$ cat config.mk
export PLATFORM = sky130hd
export DESIGN_NAME = pd_dw_nr_scan
export DESIGN_NICKNAME = d
export VERILOG_FILES = /design/src/rtl/pd_dw_nr_pkg.sv /design/src/rtl/pd_dw_nr_scan_acc.sv /design/src/rtl/pd_dw_nr_scan.sv
export SDC_FILE = /design/constraint.sdc
export NUM_CORES = 1
export LEC_CHECK = 0
export CORE_ASPECT_RATIO = 1.1
export CORE_MARGIN = 2
export CORE_UTILIZATION = 54
export DETAILED_ROUTE_END_ITERATION = 8
export GPL_ROUTABILITY_DRIVEN = 0
export PLACE_DENSITY = 0.86
export SYNTH_ARGS = -nofsm -noshare
export SYNTH_HDL_FRONTEND = slang
export SYNTH_SLANG_ARGS = --single-unit
export TNS_END_PERCENT = 50
$ cat constraint.sdc
create_clock -name sys_clk -period 7.1 [get_ports sys_clk]
set_input_delay 1.42 -clock sys_clk [delete_from_list [all_inputs] [get_ports sys_clk]]
set_output_delay 1.42 -clock sys_clk [all_outputs]
set_load 0.03 [all_outputs]
$ cat src/rtl/pd_dw_nr_pkg.sv
`default_nettype none
// ============================================================================
//  Module      : pd_dw_nr_pkg
//  Description : Shared constants, FSM state encoding and helper function for
//                the power-detect downlink NR scan block.
//  Revision    : 1.0  initial release
// ============================================================================
package pd_dw_nr_pkg;

    localparam int ANT_NUM        = 8;
    localparam int SYM_NUM        = 14;
    localparam int SLOT_MAX       = 10;
    localparam int ENTRY_PER_SLOT = ANT_NUM * SYM_NUM;
    localparam int RD_LAT         = 2;
    localparam int PWR_W          = 48;
    localparam int ADDR_W         = 11;

    typedef enum logic [2:0] {
        ST_IDLE  = 3'd0,
        ST_READ  = 3'd1,
        ST_DRAIN = 3'd2,
        ST_CLEAR = 3'd3,
        ST_DONE  = 3'd4
    } state_t;

    // Last address of a scan. Out-of-range slot counts (0 or >SLOT_MAX)
    // fall back to a full scan of SLOT_MAX slots.
    function automatic logic [ADDR_W-1:0] last_addr_f(input logic [3:0] num_slot);
        logic [3:0] w_slots;
        w_slots = ((num_slot == 4'd0) || (num_slot > 4'(SLOT_MAX))) ? 4'(SLOT_MAX) : num_slot;
        return ADDR_W'(w_slots) * ADDR_W'(ENTRY_PER_SLOT) - ADDR_W'(1);
    endfunction

endpackage
`default_nettype wire

$ cat src/rtl/pd_dw_nr_scan_acc.sv
`default_nettype none
// ============================================================================
//  Module      : pd_dw_nr_scan_acc
//  Description : Compare / max / alarm / count datapath of the scan.
//                Accumulates one (address, power) pair per valid cycle.
//  Ports       : clk, rst      - clock, synchronous active-high reset
//                i_clr         - zero all results (scan start)
//                i_vld         - i_addr / i_pwr carry a captured entry
//                i_thresh      - alarm threshold (unsigned)
//                o_alarm       - per-antenna threshold flags
//                o_over_cnt    - count of entries >= threshold
//                o_max_pwr     - largest power seen
//                o_max_addr    - address of o_max_pwr (lowest on ties)
//  Revision    : 1.0  initial release
// ============================================================================
module pd_dw_nr_scan_acc
    import pd_dw_nr_pkg::*;
(
    input  logic               clk,
    input  logic               rst,
    input  logic               i_clr,
    input  logic               i_vld,
    input  logic [ADDR_W-1:0]  i_addr,
    input  logic [PWR_W-1:0]   i_pwr,
    input  logic [PWR_W-1:0]   i_thresh,
    output logic [ANT_NUM-1:0] o_alarm,
    output logic [ADDR_W-1:0]  o_over_cnt,
    output logic [PWR_W-1:0]   o_max_pwr,
    output logic [ADDR_W-1:0]  o_max_addr
);

    logic [ANT_NUM-1:0] r_alarm;
    logic [ADDR_W-1:0]  r_over_cnt;
    logic [PWR_W-1:0]   r_max_pwr;
    logic [ADDR_W-1:0]  r_max_addr;

    logic w_hit;
    logic w_new_max;

    assign w_hit     = (i_pwr >= i_thresh);
    // Strict compare keeps the first (lowest) address on equal power.
    assign w_new_max = (i_pwr > r_max_pwr);

    always_ff @(posedge clk) begin
        if (rst || i_clr) begin
            r_alarm    <= '0;
            r_over_cnt <= '0;
            r_max_pwr  <= '0;
            r_max_addr <= '0;
        end else if (i_vld) begin
            if (w_hit) begin
                r_alarm[i_addr[2:0]] <= 1'b1;
                r_over_cnt           <= r_over_cnt + ADDR_W'(1);
            end
            if (w_new_max) begin
                r_max_pwr  <= i_pwr;
                r_max_addr <= i_addr;
            end
        end
    end

    assign o_alarm    = r_alarm;
    assign o_over_cnt = r_over_cnt;
    assign o_max_pwr  = r_max_pwr;
    assign o_max_addr = r_max_addr;

endmodule
`default_nettype wire

$ cat src/rtl/pd_dw_nr_scan.sv
`default_nettype none
// ============================================================================
//  Module      : pd_dw_nr_scan
//  Description : Scans the power-detect storage (slot*112 + symbol*8 + ant),
//                reports per-antenna alarms, over-threshold count and the
//                peak power with its address, then optionally pulses a clear
//                to the storage.
//  Ports       : sys_clk, sys_rst      - clock, synchronous active-high reset
//                i_start               - scan start pulse (ignored when busy)
//                i_num_slot, i_thresh  - scan length / threshold, latched
//                o_pd_raddr            - storage read address
//                i_pd_rdata_lo/hi      - storage data, 2-cycle read latency
//                o_pd_clr              - storage clear pulse
//                o_busy, o_done        - scan status
//                o_alarm, o_over_cnt, o_max_pwr, o_max_addr - results
//  Config      : PD_DW_NR_SCAN_CLR_EN  - defined: CLEAR state and o_pd_clr
//                                        undefined: o_pd_clr tied 0
//  Revision    : 1.0  initial release
// ============================================================================
module pd_dw_nr_scan
    import pd_dw_nr_pkg::*;
(
    input  logic                sys_clk,
    input  logic                sys_rst,
    input  logic                i_start,
    input  logic [3:0]          i_num_slot,
    input  logic [PWR_W-1:0]    i_thresh,
    output logic [ADDR_W-1:0]   o_pd_raddr,
    input  logic [31:0]         i_pd_rdata_lo,
    input  logic [31:0]         i_pd_rdata_hi,
    output logic                o_pd_clr,
    output logic                o_busy,
    output logic                o_done,
    output logic [ANT_NUM-1:0]  o_alarm,
    output logic [ADDR_W-1:0]   o_over_cnt,
    output logic [PWR_W-1:0]    o_max_pwr,
    output logic [ADDR_W-1:0]   o_max_addr
);

    state_t              r_state;
    state_t              w_state_nxt;
    logic                w_busy;
    logic                w_done;
    logic                w_pd_clr;

    logic [ADDR_W-1:0]   r_pd_raddr;
    logic [ADDR_W-1:0]   r_last_addr;
    logic [PWR_W-1:0]    r_thresh;

    logic                w_start_acc;
    logic                w_rd_vld;
    logic                w_rd_last;
    logic                w_cap_last;

    // Address / valid / last markers delayed by the storage read latency so
    // each returned word is paired with the address that fetched it.
    logic [RD_LAT-1:0]   r_vld_pipe;
    logic [RD_LAT-1:0]   r_last_pipe;
    logic [ADDR_W-1:0]   r_addr_pipe [RD_LAT];

    // Upper half of the high data word carries no power bits.
    logic                w_unused_hi;
    assign w_unused_hi = ^i_pd_rdata_hi[31:16];

    assign w_start_acc = (r_state == ST_IDLE) && i_start;
    assign w_rd_vld    = (r_state == ST_READ);
    assign w_rd_last   = w_rd_vld && (r_pd_raddr == r_last_addr);
    assign w_cap_last  = r_vld_pipe[RD_LAT-1] && r_last_pipe[RD_LAT-1];

    always_ff @(posedge sys_clk) begin
        if (sys_rst) begin
            r_state <= ST_IDLE;
        end else begin
            r_state <= w_state_nxt;
        end
    end

    always_comb begin
        w_state_nxt = r_state;
        w_busy      = 1'b0;
        w_done      = 1'b0;
        w_pd_clr    = 1'b0;
        case (r_state)
            ST_IDLE: begin
                if (i_start) begin
                    w_state_nxt = ST_READ;
                end
            end
            ST_READ: begin
                w_busy = 1'b1;
                if (w_rd_last) begin
                    w_state_nxt = ST_DRAIN;
                end
            end
            ST_DRAIN: begin
                w_busy = 1'b1;
                if (w_cap_last) begin
`ifdef PD_DW_NR_SCAN_CLR_EN
                    w_state_nxt = ST_CLEAR;
`else
                    w_state_nxt = ST_DONE;
`endif
                end
            end
`ifdef PD_DW_NR_SCAN_CLR_EN
            ST_CLEAR: begin
                w_busy      = 1'b1;
                w_pd_clr    = 1'b1;
                w_state_nxt = ST_DONE;
            end
`endif
            ST_DONE: begin
                w_done      = 1'b1;
                w_state_nxt = ST_IDLE;
            end
            default: begin
                w_state_nxt = ST_IDLE;
            end
        endcase
    end

    // Address generator; holds its value outside READ.
    always_ff @(posedge sys_clk) begin
        if (sys_rst) begin
            r_pd_raddr  <= '0;
            r_last_addr <= '0;
            r_thresh    <= '0;
        end else if (w_start_acc) begin
            r_pd_raddr  <= '0;
            r_last_addr <= last_addr_f(i_num_slot);
            r_thresh    <= i_thresh;
        end else if (w_rd_vld && !w_rd_last) begin
            r_pd_raddr  <= r_pd_raddr + ADDR_W'(1);
        end
    end

    always_ff @(posedge sys_clk) begin
        if (sys_rst) begin
            r_vld_pipe  <= '0;
            r_last_pipe <= '0;
            for (int i = 0; i < RD_LAT; i++) begin
                r_addr_pipe[i] <= '0;
            end
        end else begin
            r_vld_pipe     <= {r_vld_pipe[RD_LAT-2:0], w_rd_vld};
            r_last_pipe    <= {r_last_pipe[RD_LAT-2:0], w_rd_last};
            r_addr_pipe[0] <= r_pd_raddr;
            for (int i = 1; i < RD_LAT; i++) begin
                r_addr_pipe[i] <= r_addr_pipe[i-1];
            end
        end
    end

    pd_dw_nr_scan_acc u_acc (
        .clk        (sys_clk),
        .rst        (sys_rst),
        .i_clr      (w_start_acc),
        .i_vld      (r_vld_pipe[RD_LAT-1]),
        .i_addr     (r_addr_pipe[RD_LAT-1]),
        .i_pwr      ({i_pd_rdata_hi[15:0], i_pd_rdata_lo}),
        .i_thresh   (r_thresh),
        .o_alarm    (o_alarm),
        .o_over_cnt (o_over_cnt),
        .o_max_pwr  (o_max_pwr),
        .o_max_addr (o_max_addr)
    );

    assign o_pd_raddr = r_pd_raddr;
    assign o_pd_clr   = w_pd_clr;
    assign o_busy     = w_busy;
    assign o_done     = w_done;

endmodule
`default_nettype wire

==> Yosys cells after proc, flatten, opt, wreduce, memory -nomap -nowiden <==
Memory sizes are Yosys's and may differ from the RTL's.
Cells that the tools add are included.
Widths: inputs -> output; s select.
{ "op_classes": {"muxes": 14, "n_lt_le_gt_ge": 5, "n_eq_ne": 7, "mul": 1, "add_sub_neg": 3, "n_reduce_logical": 15, "bitwise": 3} }
{ "ops": {"columns": ["op", "count"], "rows": [
  ["$ge 48x48->1", 1],
  ["$gt 48x48->1", 1],
  ["$add 11x1->11 const B", 2],
  ["$mux 11", 2],
  ["$eq 11x11->1", 1],
  ["$sub 11x1->11 const B", 1],
  ["$mux 3", 3],
  ["$pmux 3 s3", 1],
  ["$or 8x8->8", 1],
  ["$mul 4x3->7 const B", 1],
  ["$mux 1", 6],
  ["$logic_and 1x1->1", 5],
  ["$gt 4x4->1 const B", 1],
  ["$logic_not 4->1", 1],
  ["$lt 3x4->1 const B", 1],
  ["$mux 4", 1],
  ["$ne 2x2->1 const B", 2],
  ["$reduce_and 2->1", 2],
  ["$reduce_or 2->1", 2],
  ["$demux 1 s3", 1],
  ["$eq 3x1->1 const B", 1],
  ["$eq 3x2->1 const B", 1],
  ["$eq 3x3->1 const B", 1],
  ["$ge 3x1->1 const B", 1],
  ["6 further kinds", 8]
]} }
{ "word_totals": {"register_bits": 155, "mem_bits_rw": 22, "mem_count": 1, "input_bits": 119} }
{ "memory_table": {"columns": ["memory", "depth", "word_bits", "read_ports", "rd_clocked_by_memory_dff", "write_ports", "line", "text"], "rows": [
  ["r_addr_pipe", 2, 11, 2, 0, 2, "pd_dw_nr_scan.sv:59", "logic [ADDR_W-1:0] r_addr_pipe [RD_LAT];"]
]} }

==> Longest topological paths before layout <==
Gate-level depths: netlist of run 1.
An unclocked memory read counts as a cell.
{ "depth": {"word_depth": 6, "depth_mapped": 14, "ltp_nobuf": 14} }

==> By module <==
Synthesis of run 1 repeated with hierarchy kept, for this count alone.
{ "hier_totals": {"cells_unflattened": 1286, "hier_area_um2": 10387.5} }
{ "by_module_without_submodules": {"columns": ["mod", "cells_per_inst", "area_per_inst_um2", "n_inst", "seq_area_each_um2"], "rows": [
  ["pd_dw_nr_scan_acc", 853, 6638.9, 1, 1561.5],
  ["pd_dw_nr_scan", 433, 3748.6, 1, 1921.8]
]} }

==> Worst setup path after synthesis of run 1 <==
OpenSTA, ideal clock, no wires.
{ "synth_timing": {"path_type": "input-to-reg", "startpoint": "input port i_num_slot[2]", "endpoint": "register r_last_addr[9]", "path_buffers": 0, "required_time_ns": 7.014, "setup_ns": 0.086, "t_arrival_ns": 4.102, "path_slack_ns": 2.913, "cell_stages": 11, "path_cell_list": "or2_2 a21boi_0 inv_1 fa_1 inv_1 ha_1 fa_1 xnor2_1 nor4b_1 xnor2_1 a211oi_1"} }
{ "synth_between": {"elab_chain_len": 5, "elab_cells_between_ends": 6, "classes_between": "add/sub: 1; mul: 1; order compare: 1; mux: 1; reduce/logical: 2"} }
{ "synth_lines": {"columns": ["item", "line", "text"], "rows": [
  ["start, declared", "pd_dw_nr_scan.sv:26", "input logic [3:0] i_num_slot,"],
  ["$gt 4x4->1 or $logic_not 4->1 (tied branches)", "pd_dw_nr_pkg.sv:30", "w_slots = ((num_slot == 4'd0) || (num_slot > 4'(SLOT_MAX))) ? 4'(SLOT_MAX) : num_slot;"],
  ["$logic_or 1x1->1", "pd_dw_nr_pkg.sv:30", null],
  ["$mux 4 (*)", "pd_dw_nr_pkg.sv:30", null],
  ["$mul 4x3->7 (*)", "pd_dw_nr_pkg.sv:31", "return ADDR_W'(w_slots) * ADDR_W'(ENTRY_PER_SLOT) - ADDR_W'(1);"],
  ["$sub 11x1->11 (*)", "pd_dw_nr_pkg.sv:31", null],
  ["end signal, assigned", "pd_dw_nr_scan.sv:130", "r_last_addr <= last_addr_f(i_num_slot);"],
  ["end, declared", "pd_dw_nr_scan.sv:47", "logic [ADDR_W-1:0] r_last_addr;"]
]} }
Every way passes the cells marked *; elsewhere a longest branch is shown, timed or not.
A chain may end at the register's enable or synchronous reset.

==> Final worst setup path of run 1 <==
{ "layout_timing": {"startpoint": "input port i_num_slot[3]", "endpoint": "register r_last_addr[10]"} }
Same word-level chain as after synthesis.

==> implementation parameters, run 1 <==
Parameter                              Value

STA
  WHS ... 443.5 ps
  RSZ-0062 raised after global routing ... no
  Max-slew violation count ... 0
  Worst slew slack as a fraction of its limit ... 22.63%
  Actual transition at the worst max-transition pin ... 1161 ps
  Worst clock skew ... 7.918 ps
  Fmax ... 219.1 MHz
  Final setup violation count ... 0
  Final worst-path cycle share ... 64.30%
  Summed negative setup slack over all endpoints ... 0 ps
  Hold Vio Cnt, Final ... 0
  Post-layout min period ... 4565 ps

Worst setup path
  Cell class contributing the biggest share of worst-path delay ... compound AO/OA/AOI/OAI gates
  Reg-to-reg slack, setup ... 3740 ps
  Capture point of the worst reg-to-reg path ... u_acc.o_max_addr[9]$_SDFFE_PP0P_
  Critical-path top delay cell ... sky130_fd_sc_hd__a211oi_1
  Path type of the worst setup path ... input port to register
  Type of destination of the critical path ... register
  Instance count on the critical path ... 14
  Data arrival time at the worst-slack endpoint ... 4930 ps
  Cells along the critical path ... clkdlybuf4s50_1 > nor3_1 > a211oi_1 > inv_1 > fa_1 > ha_1 > a21oi_1 > nor2_1 > nor2_1 > xnor2_1 > nor3_1 > xnor2_1 > nand2_1 > a21oi_1
  Capturing element of the worst setup path ... r_last_addr[10]$_SDFFE_PP0P_
  Worst endpoint required time ... 7470 ps
  Reg2Reg Depth ... 11
  Largest incremental delay on the critical path ... 730 ps
  Startpoint class of the critical path ... input port
  Combined buffer and inverter count along the critical path ... 2
  Maximum fanout encountered on the critical timing path ... 7
  Origin of the worst setup path ... i_num_slot[3]
  Reg-to-Reg Start ... u_acc.o_max_pwr[46]$_SDFFE_PP0P_

GRT
  Total congestion overflow after global routing ... 0
  Wire length of the first global-routing pass ... 35890 um
  Antenna violations before repair ... 1
  Maximum number of pins on one net before global-route repair ... 88
  Total routing resource utilization after global routing ... 25.38%
  Number of global-route vias before repair ... 7464

Finish
  Post-route design area ... 11560 um2
  Number of non-filler instances in the completed layout ... 1431
  Fraction of layout instances using a drive strength above 1 ... 3.670%
  Post-layout net count ... 1441
  Area grow syn2layout ... 30.18%

Synth
  Leading register cell type out of synthesis ... sky130_fd_sc_hd__dfxtp_1
  Synthesized net count ... 1267
  Number of enable flip-flop cells after synthesis ... 0
  Post-synthesis sequential area ratio ... 39.23%
  Number of distinct library cells after synthesis ... 50
  Synth Instances ... 1039
  Fraction of registers with async set/reset ... 0%
  Synth Area per Inst ... 8.546 um2
  FF+latch count, synth ... 174
  Yosys warning total ... 0
  Mapped cell area ... 8880 um2

Detailed routing
  Final antenna-violating net count ... 0
  Drc violations ... 0
  DRC marker count from the first detailed-route iteration ... 392
  Post-detailed-route via-to-cell ratio ... 5.323
  Via count ... 7617
  Final wirelength ... 21930 um
  Number of iterations in the first detailed-routing pass ... 5
  Wire length per cell after detailed routing ... 15.32 um

Clock network
  Number of levels in the clock H-tree ... 4
  Clock insertion delay at the later pin of the skew report ... 440 ps
  Clock Path Buffers ... 2
  Post-CTS setup buffer count ... 0
  Clock transition at the register clock pins on the worst setup and hold paths after CTS ... 70 ps
  TritonCTS buffer count ... 17
  Hold Buf Count CTS ... 0
  Master cell of the clock root buffer ... sky130_fd_sc_hd__clkbuf_16
  Post-cts resize count ... 0
  Clock tree from TritonCTS ... built
  Clock net sink count ... 174

Power
  Leakage power figure ... 4.354 nW
  Total power of the final layout ... 0.002365 W
  Worst vdd ir ... 0.0001768 V
  Pwr/cell area ... 204.6 nW/um2

Die
  Initial core utilization ... 54.66%
  DIE AREA ... 17490 um2
  Floorplan die width ... 126.3 um
  Top-level port count ... 211
  Area of the core ... 16250 um2
  Number of cell rows ... 49
  Vert. Die Dim ... 138.5 um

Run
  Number of max-capacitance violations reported ... 0

Placed design
  Area post-placement ... 10920 um2
  HPWL after detailed placement ... 16030 um
  PortBufs ... 193
  Number of placed cells counting well taps ... 1398

Run status
  Status ... completed

Hold path
  Worst Hold Class ... register to register
## cell families after synthesis
kind of cell	after synthesis	share of synthesized area, %
DFF	174	39.23
xor gates and xnor gates	28	2.762
AOI/OAI and AO/OA	170	11.23
adders and majority gates	109	15.70
other	1	0.04223
and+or+nand+nor	346	17.50
buffers and inverters	151	6.777
muxes	60	6.763
## state kept, by name, indices dropped and copies added (netlist names)
signal,cells
r_thresh,48
u_acc.o_max_pwr,48
r_addr_pipe,22
o_pd_raddr,11
u_acc.o_max_addr,11
u_acc.o_over_cnt,11
r_last_addr,8
u_acc.o_alarm,8
r_state,3
r_last_pipe,2
r_vld_pipe,2
## layout make-up
| type | instances | area, um2 |
|---|---|---|
| diodes | 1 | 2.502 |
| clock buffers | 17 | 425.4 |
| clock inverters | 15 | 207.7 |
| fillers | 1203 | 4687 |
| inverters | 109 | 409.1 |
| multi-input cells | 714 | 4820 |
| flip-flops and latches | 174 | 3483 |
| well taps | 204 | 255.2 |
| repair buffers | 197 | 1957 |
## where the power goes
group | leakage, nW | internal, W | switching (W) | total [W]
sequential | 1.41 | 0.00101 | 0.0000212 | 0.00103
combinational | 2.64 | 0.000167 | 0.000208 | 0.000375
clock | 0.301 | 0.000487 | 0.000473 | 0.000960
total | 4.35 | 0.00166 | 0.000702 | 0.00236
## cell usage after synthesis (3+ instances only)
| cell type | n | area (um2) |
|---|---|---|
| sky130_fd_sc_hd__o21ai_0 | 14 | 70.07 |
| sky130_fd_sc_hd__a21boi_0 | 3 | 22.52 |
| sky130_fd_sc_hd__buf_4 | 5 | 37.54 |
| sky130_fd_sc_hd__a21oi_1 | 103 | 515.5 |
| sky130_fd_sc_hd__xor2_1 | 14 | 122.6 |
| sky130_fd_sc_hd__nand4_1 | 25 | 156.4 |
| sky130_fd_sc_hd__dfxtp_1 | 174 | 3483 |
| sky130_fd_sc_hd__or3_1 | 4 | 25.02 |
| sky130_fd_sc_hd__nand2_1 | 131 | 491.7 |
| sky130_fd_sc_hd__nand2b_1 | 4 | 25.02 |
| sky130_fd_sc_hd__mux2i_1 | 60 | 600.6 |
| sky130_fd_sc_hd__nor3_1 | 7 | 35.03 |
| sky130_fd_sc_hd__a211oi_1 | 7 | 52.55 |
| sky130_fd_sc_hd__a21o_1 | 19 | 142.6 |
| sky130_fd_sc_hd__fa_1 | 4 | 80.08 |
| sky130_fd_sc_hd__and2_1 | 3 | 18.77 |
| sky130_fd_sc_hd__o211ai_1 | 3 | 22.52 |
| sky130_fd_sc_hd__and3_1 | 6 | 37.54 |
| sky130_fd_sc_hd__nand3_1 | 11 | 55.05 |
| sky130_fd_sc_hd__clkbuf_1 | 30 | 112.6 |
| sky130_fd_sc_hd__ha_1 | 105 | 1314 |
| sky130_fd_sc_hd__xnor2_1 | 14 | 122.6 |
| sky130_fd_sc_hd__nor2b_1 | 27 | 168.9 |
| sky130_fd_sc_hd__nor4_1 | 6 | 37.54 |
| sky130_fd_sc_hd__a31oi_1 | 6 | 37.54 |
| sky130_fd_sc_hd__nor2_1 | 112 | 420.4 |
| sky130_fd_sc_hd__buf_1 | 4 | 15.01 |
| sky130_fd_sc_hd__inv_1 | 109 | 409.1 |
| sky130_fd_sc_hd__a221oi_1 | 4 | 35.03 |
## stage by stage
| step | utilization (%) | setup slack [ps] |
|---|---|---|
| 2_1_floorplan | - | 2913 |
| 3_3_place_gp | 67.24 | 2126 |
| 3_5_place_dp | 67.24 | 2038 |
| 4_1_cts | 71.14 | 2493 |
| 5_1_grt | 71.15 | 2238 |
| 6_report | 71.15 | 2535 |
## how the worst min path moves through the flow
stage | end | startpoint | cells past startpoint | slack (ps)
2_1_floorplan | r_addr_pipe[0][11]$_SDFF_PP0_ | r_addr_pipe[0][0]$_SDFF_PP0_ | 1 | 410
3_3_place_gp | r_addr_pipe[0][21]$_SDFF_PP0_ | r_addr_pipe[0][10]$_SDFF_PP0_ | 1 | 420
5_1_grt | r_addr_pipe[0][14]$_SDFF_PP0_ | r_addr_pipe[0][3]$_SDFF_PP0_ | 1 | 460
6_report | r_vld_pipe[1]$_SDFF_PP0_ | r_vld_pipe[0]$_SDFF_PP0_ | 1 | 440
4_1_cts | r_addr_pipe[0][14]$_SDFF_PP0_ | r_addr_pipe[0][3]$_SDFF_PP0_ | 1 | 440
3_5_place_dp | r_addr_pipe[0][11]$_SDFF_PP0_ | r_addr_pipe[0][0]$_SDFF_PP0_ | 1 | 420
## layout by cell type, fill, tap and decap left out, types with 2 or more instances in the layout
cell	netlist	layout
sky130_fd_sc_hd__a211oi_1	7	7
sky130_fd_sc_hd__clkdlybuf4s50_1	0	192
sky130_fd_sc_hd__and2_1	3	3
sky130_fd_sc_hd__nor2_1	112	112
sky130_fd_sc_hd__nand3_1	11	11
sky130_fd_sc_hd__mux2i_1	60	60
sky130_fd_sc_hd__inv_8	0	4
sky130_fd_sc_hd__fa_1	4	4
sky130_fd_sc_hd__a31oi_1	6	6
sky130_fd_sc_hd__or3_1	4	4
sky130_fd_sc_hd__nand2b_1	4	3
sky130_fd_sc_hd__ha_1	105	105
sky130_fd_sc_hd__xor2_1	14	14
sky130_fd_sc_hd__a21o_1	19	19
sky130_fd_sc_hd__nand2_1	131	131
sky130_fd_sc_hd__nor4_1	6	6
sky130_fd_sc_hd__inv_1	109	109
sky130_fd_sc_hd__nor3_1	7	7
sky130_fd_sc_hd__a221oi_1	4	4
sky130_fd_sc_hd__and3_1	6	6
sky130_fd_sc_hd__o211ai_1	3	3
sky130_fd_sc_hd__buf_4	5	4
sky130_fd_sc_hd__xnor2_1	14	14
sky130_fd_sc_hd__a21oi_1	103	103
sky130_fd_sc_hd__nor2b_1	27	27
sky130_fd_sc_hd__dfxtp_1	174	174
sky130_fd_sc_hd__nand4_1	25	25
sky130_fd_sc_hd__or2_2	2	2
sky130_fd_sc_hd__inv_12	0	2
sky130_fd_sc_hd__a21boi_0	3	3
sky130_fd_sc_hd__o21ai_0	14	14
sky130_fd_sc_hd__clkinv_8	0	7
sky130_fd_sc_hd__and4_1	2	2
sky130_fd_sc_hd__clkbuf_16	0	17
## per-layer routing
metal	track usage, %	routed length (um)	up-vias	share of wire, %
met2	44.28	10850	184	49
li1	-	-	3835	-
met1	29.93	9299	3551	42
met4	10.93	821	0	3.7
met3	5.534	961	47	4.4
met5	0	0	-	0
(Power assumes the default switching activity.)
==> run 2, diff against run 1 <==
--- a/config.mk
+++ b/config.mk
@@ -7,10 +7,10 @@
 export LEC_CHECK = 0
 export CORE_ASPECT_RATIO = 1.1
 export CORE_MARGIN = 2
-export CORE_UTILIZATION = 54
+export CORE_UTILIZATION = 46
 export DETAILED_ROUTE_END_ITERATION = 8
 export GPL_ROUTABILITY_DRIVEN = 0
-export PLACE_DENSITY = 0.86
+export PLACE_DENSITY = 0.78
 export SYNTH_ARGS = -nofsm -noshare
 export SYNTH_HDL_FRONTEND = slang
 export SYNTH_SLANG_ARGS = --single-unit
==> constraint.sdc (replaced) <==
create_clock -name sys_clk -period 3.9 [get_ports sys_clk]
set_input_delay 0.78 -clock sys_clk [delete_from_list [all_inputs] [get_ports sys_clk]]
set_output_delay 0.78 -clock sys_clk [all_outputs]
set_load 0.03 [all_outputs]
==> run 2 against run 1 <==
Sequential power rose by 83%; worst setup slack got worse by 2300 ps; non-clock buffer count rose by 17; register-to-register slack got worse by 2800 ps; critical endpoint is now r_last_addr[9]$_SDFFE_PP0P_.
==> implementation parameters, run 2 (same netlist as run 1, synthesis figures left out) <==
Parameter                              Value

Worst setup path
  Path type of the worst setup path ... input port to register (unchanged)
  Maximum fanout encountered on the critical timing path ... 3 (was 7)
  Worst endpoint required time ... 4250 ps (was 7470 ps)
  Data arrival time at the worst-slack endpoint ... 3970 ps (was 4930 ps)
  Startpoint class of the critical path ... input port (unchanged)
  Type of destination of the critical path ... register (unchanged)

Placed design
  PortBufs ... 193 (unchanged)
  Number of placed cells counting well taps ... 1458 (was 1398)
  Post-placement setup slack ... -157.6 ps (was 2038 ps)
  HPWL after detailed placement ... 16800 um (was 16030 um)

Power
  Part of the total power dissipated in the clock network ... 40.4% (was 40.6%)
  Fraction of power spent switching nets ... 29.70% (about the same)
  Worst vdd ir ... 0.0003024 V (was 0.0001768 V)
  Pwr/cell area ... 367.5 nW/um2 (was 204.6 nW/um2)
  Power Internal ... 0.003039 W (was 0.001662 W)
  Flop pwr share ... 43.4% (was 43.6%)
  Leakage power figure ... 4.447 nW (was 4.354 nW)
  Comb power frac ... 16.3% (was 15.9%)
  Net switching power of the design ... 0.001284 W (was 0.0007023 W)

GRT
  Total congestion overflow after global routing ... 0 (unchanged)
  Number of global-route vias before repair ... 7360 (was 7464)
  Maximum number of pins on one net before global-route repair ... 85 (was 88)
  Antenna violations before repair ... 1 (unchanged)
  Wire length of the first global-routing pass ... 35780 um (was 35890 um)
  Total routing resource utilization after global routing ... 22.25% (was 25.38%)

Clock network
  Master cell of the clock root buffer ... sky130_fd_sc_hd__clkbuf_16 (unchanged)
  Clock insertion delay at the later pin of the skew report ... 440 ps (about the same)
  Number of levels in the clock H-tree ... 4 (unchanged)
  Post-cts resize count ... 0 (unchanged)
  TritonCTS buffer count ... 17 (unchanged)
  Clock tree from TritonCTS ... built (unchanged)
  Hold Buf Count CTS ... 0 (unchanged)
  Clock transition at the register clock pins on the worst setup and hold paths after CTS ... 80 ps (was 70 ps)
  Clock net sink count ... 174 (unchanged)
  Post-CTS setup buffer count ... 0 (unchanged)
  Clock Path Buffers ... 2 (unchanged)

Die
  Top-level port count ... 211 (unchanged)
  Initial core utilization ... 46.66% (was 54.66%)
  Vert. Die Dim ... 149.7 um (was 138.5 um)
  Floorplan die width ... 136.5 um (was 126.3 um)
  DIE AREA ... 20430 um2 (was 17490 um2)
  Area of the core ... 19030 um2 (was 16250 um2)
  Number of cell rows ... 53 (was 49)

STA
  Fmax ... 276.4 MHz
  RSZ-0062 raised after global routing ... no (unchanged)
  Slack of the critical path ... 281.7 ps (was 2535 ps)
  Actual transition at the worst max-transition pin ... 869.3 ps (was 1161 ps)
  Post-layout min period ... 3618 ps
  Final worst-path cycle share ... 92.78%
  Worst slew slack as a fraction of its limit ... 42.05% (was 22.63%)
  Worst clock skew ... 11.03 ps (was 7.918 ps)
  Max-slew violation count ... 0 (unchanged)
  Hold Vio Cnt, Final ... 0 (unchanged)
  Final setup violation count ... 0 (unchanged)

Hold path
  Worst Hold Class ... register to register (unchanged)

Finish
  Number of non-filler instances in the completed layout ... 1491 (was 1431)
  Post-layout net count ... 1458 (was 1441)
  Leading cell type in the layout, fill and taps excluded ... sky130_fd_sc_hd__clkdlybuf4s50_1 (unchanged)
  Fill cell instance count of the final layout ... 1630 (was 1203)
  Fraction of layout instances using a drive strength above 1 ... 4.988% (was 3.670%)
  Commonest cells after routing, fill and taps aside ... sky130_fd_sc_hd__clkdlybuf4s50_1, sky130_fd_sc_hd__dfxtp_1, sky130_fd_sc_hd__nand2_1 (unchanged)
  Area grow syn2layout ... 32.46% (was 30.18%)

Detailed routing
  DRC marker count from the first detailed-route iteration ... 390 (was 392)
  Final antenna-violating net count ... 0 (unchanged)
  Drc violations ... 0 (unchanged)
  Post-detailed-route via-to-cell ratio ... 5.137 (was 5.323)
  Number of iterations in the first detailed-routing pass ... 4 (was 5)
  Via count ... 7659 (was 7617)
  Wire length per cell after detailed routing ... 14.99 um (was 15.32 um)
  Final wirelength ... 22350 um (was 21930 um)

Run
  Number of max-capacitance violations reported ... 0 (unchanged)

Run status
  Status ... completed (unchanged)
-- run 2: changes by cell type in the layout (fill, tap and decap cells not counted), sizes merged --
cell,change
buf,+17
clkinv,+1
clkinvlp,-1
-- run 2: power by group through the flow --
stage	sequential [W]	combinational [W]	clock (W)
2_1_floorplan	0.00192	0.000407	0
3_3_place_gp	0.00191	0.000678	0
3_5_place_dp	0.00192	0.000702	0
4_1_cts	0.00188	0.000708	0.00177
5_1_grt	0.00188	0.000787	0.00185
6_report	0.00188	0.000703	0.00174
-- run 2: worst max-delay path, cell delays in order --
cell                              delay [ps]
sky130_fd_sc_hd__clkdlybuf4s50_1         410
sky130_fd_sc_hd__or2_2                   310
sky130_fd_sc_hd__a21boi_0                280
sky130_fd_sc_hd__inv_1                   130
sky130_fd_sc_hd__fa_1                    550
sky130_fd_sc_hd__inv_1                    50
sky130_fd_sc_hd__ha_1                    220
sky130_fd_sc_hd__fa_1                    420
sky130_fd_sc_hd__xnor2_1                 180
sky130_fd_sc_hd__nor4b_1                 320
sky130_fd_sc_hd__xnor2_1                 110
sky130_fd_sc_hd__a211oi_1                220
-- run 2: worst paths after layout --
path | from | end | slack (ps) | cells past startpoint
worst max-delay path | i_num_slot[2] | r_last_addr[9]$_SDFFE_PP0P_ | 280 | 12
worst max register to register | u_acc.o_max_pwr[29]$_SDFFE_PP0P_ | u_acc.o_max_addr[6]$_SDFFE_PP0P_ | 920 | 12
worst min-delay path | r_vld_pipe[0]$_SDFF_PP0_ | r_vld_pipe[1]$_SDFF_PP0_ | 440 | 1
worst min register to register | r_vld_pipe[0]$_SDFF_PP0_ | r_vld_pipe[1]$_SDFF_PP0_ | 440 | 1
-- run 2: layer usage --
metal | up-vias | track usage [%] | wire, um | part of all wire [%]
met5 | - | 0 | 0 | 0
li1 | 3874 | - | - | -
met3 | 50 | 4.031 | 940 | 4.2
met4 | 0 | 10.05 | 830 | 3.7
met2 | 189 | 38.55 | 10900 | 49
met1 | 3546 | 26.63 | 9677 | 43
-- run 2: layout make-up --
class                           instances  area, um2  share of cell area [%]
Multi-Input combinational cell        714       4820                   40.97
Clock inverter                         15      203.9                   1.734
Sequential cell                       174       3483                   29.61
Clock buffer                           17      425.4                   3.617
Inverter                              109      409.1                   3.478
Timing Repair Buffer                  214       2110                   17.93
Antenna cell                            1      2.502                 0.02127
Tap cell                              247      309.0                   2.627
-- run 2: stage by stage --
stage | TNS, ps | hold slack [ps] | utilization, % | power [W] | area [um2]
detailed placement | -341.5 | 423.4 | 58.48 | 0.002618 | 11130
global placement | -28.02 | 418.6 | 58.48 | 0.002591 | 11130
finish | 0 | 444.0 | 61.80 | 0.004323 | 11760
global route | 0 | 460.5 | 61.80 | 0.004523 | 11760
CTS | 0 | 448.8 | 61.79 | 0.004355 | 11760
floorplan | 0 | 413.8 | - | 0.002331 | 8880
==> run 3, diff against run 2 <==
--- a/config.mk
+++ b/config.mk
@@ -5,6 +5,7 @@
 export SDC_FILE = /design/constraint.sdc
 export NUM_CORES = 1
 export LEC_CHECK = 0
+export ABC_CLOCK_PERIOD_IN_PS = 3900
 export CORE_ASPECT_RATIO = 1.1
 export CORE_MARGIN = 2
 export CORE_UTILIZATION = 46
==> results of run 3 <==
Same layout as run 2: the final DEF is identical, and so are final timing and power.
